File: src/rtl/cursor_controller_pkg.sv
// Shared cursor/renderer package: colour encoding and direction vector width.
package cursor_controller_pkg;

  localparam int COLOR_WIDTH = 3;
  localparam logic [COLOR_WIDTH-1:0] COLOR_NONE  = 3'd0;
  localparam logic [COLOR_WIDTH-1:0] COLOR_FIRST = 3'd1;
  localparam logic [COLOR_WIDTH-1:0] COLOR_LAST  = 3'd7;

  // One signed axis step: -1, 0 or +1.
  localparam int DIR_WIDTH = 2;

  // Next drawing colour; COLOR_NONE is skipped by wrapping LAST back to FIRST.
  function automatic logic [COLOR_WIDTH-1:0] next_color(input logic [COLOR_WIDTH-1:0] c);
    return (c == COLOR_LAST) ? COLOR_FIRST : c + COLOR_WIDTH'(1);
  endfunction

endpackage

File: src/rtl/cursor_controller_key_repeat.sv
// key_repeat: press/hold-delay/auto-repeat FSM for the cursor direction vector.
// The step strobe is decided from the current key vector so the top can
// register the new coordinates on the very edge that sampled the key.
module key_repeat
  import cursor_controller_pkg::*;
#(
  parameter int REPEAT_DELAY  = 12_500_000,
  parameter int REPEAT_PERIOD = 2_500_000
) (
  input  logic                        clk,
  input  logic                        reset,
  input  logic signed [DIR_WIDTH-1:0] dx,
  input  logic signed [DIR_WIDTH-1:0] dy,
  output logic                        step,
  output logic signed [DIR_WIDTH-1:0] step_dx,
  output logic signed [DIR_WIDTH-1:0] step_dy
);

  localparam int MAX_COUNT = (REPEAT_DELAY > REPEAT_PERIOD) ? REPEAT_DELAY : REPEAT_PERIOD;
  localparam int CW        = (MAX_COUNT > 1) ? $clog2(MAX_COUNT) : 1;

  typedef enum logic [1:0] {IDLE, HOLD_DELAY, REPEAT} state_t;

  state_t                   state_q, state_d;
  logic [CW-1:0]            count_q, count_d;
  logic [2*DIR_WIDTH-1:0]   vec_q, vec_d;
  logic                     dir_active;
  logic                     vec_changed;

  assign dir_active  = (dx != '0) || (dy != '0);
  assign vec_changed = ({dx, dy} != vec_q);
  assign step_dx     = dx;
  assign step_dy     = dy;

  // Next-state logic: decide whether this edge moves the cursor.
  always_comb begin
    state_d = state_q;
    count_d = count_q;
    vec_d   = vec_q;
    step    = 1'b0;
    case (state_q)
      IDLE: begin
        if (dir_active) begin
          step    = 1'b1;
          count_d = '0;
          vec_d   = {dx, dy};
          state_d = HOLD_DELAY;
        end
      end
      HOLD_DELAY: begin
        if (!dir_active) begin
          state_d = IDLE;
          count_d = '0;
        end else if (vec_changed) begin
          step    = 1'b1;
          count_d = '0;
          vec_d   = {dx, dy};
        end else if (count_q == CW'(REPEAT_DELAY - 1)) begin
          step    = 1'b1;
          count_d = '0;
          state_d = REPEAT;
        end else begin
          count_d = count_q + CW'(1);
        end
      end
      REPEAT: begin
        if (!dir_active) begin
          state_d = IDLE;
          count_d = '0;
        end else if (vec_changed) begin
          step    = 1'b1;
          count_d = '0;
          vec_d   = {dx, dy};
          state_d = HOLD_DELAY;
        end else if (count_q == CW'(REPEAT_PERIOD - 1)) begin
          step    = 1'b1;
          count_d = '0;
        end else begin
          count_d = count_q + CW'(1);
        end
      end
      default: begin
        state_d = IDLE;
        count_d = '0;
      end
    endcase
  end

  // FSM state, repeat counter and last direction vector.
  always_ff @(posedge clk or negedge reset) begin
    if (!reset) begin
      state_q <= IDLE;
      count_q <= '0;
      vec_q   <= '0;
    end else begin
      state_q <= state_d;
      count_q <= count_d;
      vec_q   <= vec_d;
    end
  end

endmodule

File: src/rtl/cursor_controller.sv
// cursor_controller: keys -> cursor position, move pulse and drawing colour.
// Build option CURSOR_WRAP_EN: coordinates wrap at the screen edges instead
// of saturating.
module cursor_controller
  import cursor_controller_pkg::*;
#(
  parameter int WIDTH         = 640,
  parameter int HEIGHT        = 480,
  parameter int REPEAT_DELAY  = 12_500_000,
  parameter int REPEAT_PERIOD = 2_500_000
) (
  input  logic                       clk,
  input  logic                       reset,
  input  logic                       key_up,
  input  logic                       key_down,
  input  logic                       key_left,
  input  logic                       key_right,
  input  logic                       key_color,
  output logic [$clog2(WIDTH)-1:0]   cursor_x,
  output logic [$clog2(HEIGHT)-1:0]  cursor_y,
  output logic [COLOR_WIDTH-1:0]     current_color,
  output logic                       moved
);

  localparam int XW = $clog2(WIDTH);
  localparam int YW = $clog2(HEIGHT);

  logic signed [DIR_WIDTH-1:0] dx, dy, step_dx, step_dy;
  logic                        step;
  logic [XW-1:0]               x_q, x_d;
  logic [YW-1:0]               y_q, y_d;
  logic                        moved_q, moved_d;
  logic [COLOR_WIDTH-1:0]      color_q, color_d;
  logic                        key_color_q;
  int                          nx, ny;

  // Opposing keys cancel; each axis is -1, 0 or +1.
  assign dx = $signed({1'b0, key_right}) - $signed({1'b0, key_left});
  assign dy = $signed({1'b0, key_down})  - $signed({1'b0, key_up});

  key_repeat #(
    .REPEAT_DELAY  (REPEAT_DELAY),
    .REPEAT_PERIOD (REPEAT_PERIOD)
  ) u_key_repeat (
    .clk     (clk),
    .reset   (reset),
    .dx      (dx),
    .dy      (dy),
    .step    (step),
    .step_dx (step_dx),
    .step_dy (step_dy)
  );

  // Apply a step to both axes, then clamp or wrap each axis independently.
  always_comb begin
    nx = int'(x_q) + int'(step_dx);
    ny = int'(y_q) + int'(step_dy);
`ifdef CURSOR_WRAP_EN
    if (nx < 0)            nx = WIDTH - 1;
    else if (nx > WIDTH-1) nx = 0;
    if (ny < 0)             ny = HEIGHT - 1;
    else if (ny > HEIGHT-1) ny = 0;
`else
    if (nx < 0)            nx = 0;
    else if (nx > WIDTH-1) nx = WIDTH - 1;
    if (ny < 0)             ny = 0;
    else if (ny > HEIGHT-1) ny = HEIGHT - 1;
`endif
    x_d     = step ? XW'(nx) : x_q;
    y_d     = step ? YW'(ny) : y_q;
    moved_d = step && ((x_d != x_q) || (y_d != y_q));
  end

  // Colour advances once per rising edge of key_color.
  always_comb begin
    color_d = color_q;
    if (key_color && !key_color_q) color_d = next_color(color_q);
  end

  // Registered outputs and key_color history.
  always_ff @(posedge clk or negedge reset) begin
    if (!reset) begin
      x_q         <= XW'(WIDTH / 2);
      y_q         <= YW'(HEIGHT / 2);
      moved_q     <= 1'b0;
      color_q     <= COLOR_FIRST;
      key_color_q <= 1'b0;
    end else begin
      x_q         <= x_d;
      y_q         <= y_d;
      moved_q     <= moved_d;
      color_q     <= color_d;
      key_color_q <= key_color;
    end
  end

  assign cursor_x      = x_q;
  assign cursor_y      = y_q;
  assign moved         = moved_q;
  assign current_color = color_q;

endmodule

File: config.mk
export PLATFORM = sky130hd
export DESIGN_NAME = cursor_controller
export DESIGN_NICKNAME = d
export VERILOG_FILES = /design/src/rtl/cursor_controller_pkg.sv /design/src/rtl/cursor_controller_key_repeat.sv /design/src/rtl/cursor_controller.sv
export SDC_FILE = /design/constraint.sdc
export NUM_CORES = 1
export LEC_CHECK = 0
export ABC_AREA = 1
export CELL_PAD_IN_SITES_DETAIL_PLACEMENT = 1
export CELL_PAD_IN_SITES_GLOBAL_PLACEMENT = 1
export CORE_MARGIN = 5
export CORE_UTILIZATION = 47
export DETAILED_ROUTE_END_ITERATION = 16
export PLACE_DENSITY = 0.92
export RECOVER_POWER = 100
export SLEW_MARGIN = 20
export SYNTH_ARGS = -nofsm -noshare
export SYNTH_HDL_FRONTEND = slang
export SYNTH_SLANG_ARGS = --single-unit
export TNS_END_PERCENT = 1
File: constraint.sdc
create_clock -name clk -period 5.3 [get_ports clk]
set_clock_uncertainty 0.05 [all_clocks]
set_input_delay 0.53 -clock clk [delete_from_list [all_inputs] [get_ports clk]]
set_output_delay 0.53 -clock clk [all_outputs]
set_load 0.005 [all_outputs]
==> impl_metrics.env <==
export IMPL_antenna_found_initial=0
export IMPL_yosysWarnings=0
export IMPL_r2r_cells=18
export IMPL_finish_utilization_pct=52.53
export IMPL_cts_tree="done"
export IMPL_htree_levels=2
export IMPL_grtUsageTotal_pct=24.47
export IMPL_register_area_um2=1360
export IMPL_leakage_nw=2.546
export IMPL_post_drt_wl_per_cell_um=16.06
export IMPL_drive_above_1_share_pct=5.906
export IMPL_port_buffers=29
export IMPL_hold_path_endpoint="current_color[2]"
export IMPL_start_util_pct=48.01
export IMPL_grt_pass1_wl_mm=23.48
export IMPL_crit_type="primary input to flip-flop"
export IMPL_numClockSinks=54
export IMPL_status="finished, violations left"
export IMPL_worstPathArrival_ps=4440
export IMPL_syn_nets=740
export IMPL_power_density_nw_per_um2=458.6
export IMPL_ir_drop_mv=0.1862
export IMPL_syn_area_per_cell_um2=6.505
export IMPL_critPathMaxFanout=19
export IMPL_gp_congestion=0.9572
export IMPL_ys_ff_latch=54
export IMPL_fin_area_um2=5111
export IMPL_num_vias=4777
export IMPL_grt_overflow_total=0
export IMPL_violations="capacitance limit, slew limit"
export IMPL_rrSetupSlack_ps=1890
export IMPL_synth_distinct_cells=42
export IMPL_drv_slew=55
export IMPL_antenna_cells=0
export IMPL_fin_tns_setup_ps=0
export IMPL_cp_end_kind="flip-flop"
export IMPL_multi_input_area_um2=2748
export IMPL_synthesis_area_um2=4671
export IMPL_hpwl_mm=11.48
export IMPL_cts_setup_buffers=0
export IMPL_dr_pass1_iters=4
export IMPL_viasPerCell=5.441
export IMPL_period_needed_ps=4287
export IMPL_num_io_pins=30
export IMPL_maxSlewHeadroom_pct=-99.57
export IMPL_die_h_um=109.7
export IMPL_cts_resized=0
export IMPL_fmax_mhz=233.3
export IMPL_root_buffer="clkbuf_8"
export IMPL_drc=0
export IMPL_layout_cells_most_common="nand2_1"
export IMPL_place_area_um2=5046
export IMPL_clkTransAtPathRegs_ps=110
export IMPL_grt_start_max_net_pins=55
export IMPL_postCtsHoldBufs=0
export IMPL_min_path_cells=3
export IMPL_worst_setup_path_start_kind="primary input"
export IMPL_rsz0062_at_grt="no"
export IMPL_antenna_left=0
export IMPL_hold_violations=0
export IMPL_reg2reg_from="u_key_repeat.count_q[0]"
export IMPL_fin_crit_sh_pct=80.89
export IMPL_drtIter0Drc=189
export IMPL_hold_class="flip-flop to flip-flop"
export IMPL_wl_mm=14.10
export IMPL_fillers=1338
export IMPL_die_width_um=109.7
export IMPL_syn_inst=718
export IMPL_grt_pass1_vias=5086
export IMPL_fp_coreArea_um2=9729
export IMPL_rr_endpoint="moved"
export IMPL_hold_start="key_color_q"
export IMPL_num_rows=36
export IMPL_required_ps=5450
export IMPL_insertion_delay_ps=320
export IMPL_die_area_um2=12030
export IMPL_final_nets=766
export IMPL_setup_viol=0
export IMPL_area_growth_pct=9.429
export IMPL_layout_common_cells="nand2_1, inv_1, nand3_1"
export IMPL_drv_cap=1
export IMPL_clock_path_buffers=2
export IMPL_yosysSeqAreaShare_pct=29.12
export IMPL_tightest_slew_ps=2994
export IMPL_cts_buffers=5
per-layer routing:
metal / up-vias / wire, µm / GRT usage [%]
li1: 2352 / - / -
met1: 2294 / 5963 / 28.08
met3: 41 / 384 / 2.936
met2: 90 / 7253 / 45.95
met4: 0 / 498 / 9.350
met5: - / 0 / 0
critical path, stage by stage:
cell,delay [ps]
dlygate4sd3_1,550
ha_1,590
inv_1,310
nand2_1,130
nand2_1,140
nand2_1,130
inv_1,60
nand4_1,110
nand3_1,90
nand2_1,80
nand2_1,110
nor2_1,740
nand2_1,180
nand3_1,120
nand2_1,60
inv_1,80
nand2_1,50
nor2_1,120
nand2_1,70
nor2_1,90
nand3_1,70
worst max path at each step:
stage / start / to / slack [ps] / cells past startpoint
final: key_up / moved / 1010 / 21
after global placement: key_up / moved / 1410 / 21
after global routing: key_up / moved / 630 / 19
after floorplan: key_right / moved / 2380 / 22
after CTS: key_up / moved / 1600 / 21
after detailed placement: key_up / moved / 1280 / 21
cell usage after synthesis (all sizes together):
| cell | number | area share (%) |
|---|---|---|
| a32o | 1 | 0.21 |
| xnor2 | 3 | 0.56 |
| a22o | 2 | 0.38 |
| o211ai | 1 | 0.16 |
| a21oi | 17 | 1.8 |
| nand4 | 19 | 2.5 |
| o31ai | 2 | 0.32 |
| dfstp | 7 | 3.9 |
| nand3b | 5 | 0.80 |
| a31oi | 1 | 0.13 |
| buf | 8 | 1.6 |
| nand2 | 200 | 17 |
| nor4 | 7 | 0.94 |
| o21bai | 3 | 0.48 |
| clkbuf | 4 | 0.32 |
| nor3b | 1 | 0.16 |
| or2 | 2 | 0.27 |
| inv | 117 | 9.5 |
| xor2 | 16 | 4.5 |
| ha | 15 | 4.0 |
| nor3 | 15 | 1.6 |
| a21boi | 1 | 0.16 |
| dfrtp | 47 | 25 |
| nor2 | 86 | 7.9 |
| o21ai | 44 | 4.7 |
| o211a | 1 | 0.21 |
| o22ai | 1 | 0.13 |
| nand3 | 92 | 11 |
where the power goes:
group	internal [mW]	switching [mW]
Clock	0.0994	0.156
Combinational	0.500	0.918
Sequential	0.526	0.144
Total	1.13	1.22
kinds of logic after synthesis:
kind of cell / after synthesis / share of synthesized area, %
adders and majority gates: 15 / 4.018
DFF: 54 / 29.12
AOI/OAI and AO/OA: 74 / 8.733
buffers and inverters: 129 / 11.47
xor gates and xnor gates: 19 / 5.090
and+or+nand+nor: 427 / 41.58
registers in the layout, summed over array words and instances (netlist names):
signal and cells:
u_key_repeat.count_q 24, cursor_x 10, cursor_y 9, u_key_repeat.vec_q 4
current_color 3, u_key_repeat.state_q 2, key_color_q 1, moved 1
cell type report:
| cell class | instances | area share [%] |
|---|---|---|
| Inverter | 117 | 8.666 |
| Sequential cell | 54 | 26.61 |
| Clock inverter | 3 | 0.5630 |
| Tap cell | 133 | 3.256 |
| Multi-Input combinational cell | 535 | 53.76 |
| Timing Repair Buffer | 31 | 5.802 |
| Clock buffer | 5 | 1.346 |
through the flow:
step           power (mW)  instances  hold WS, ps  setup slack (ps)
2_1_floorplan       1.663        718        184.4              2379
3_3_place_gp        2.051        870        434.9              1412
3_5_place_dp        2.134        870        449.6              1282
4_1_cts             2.402        878        305.5              1602
5_1_grt             2.562        878        499.3             634.0
6_report            2.344        878        460.9              1013
(Power assumes the default switching activity.)
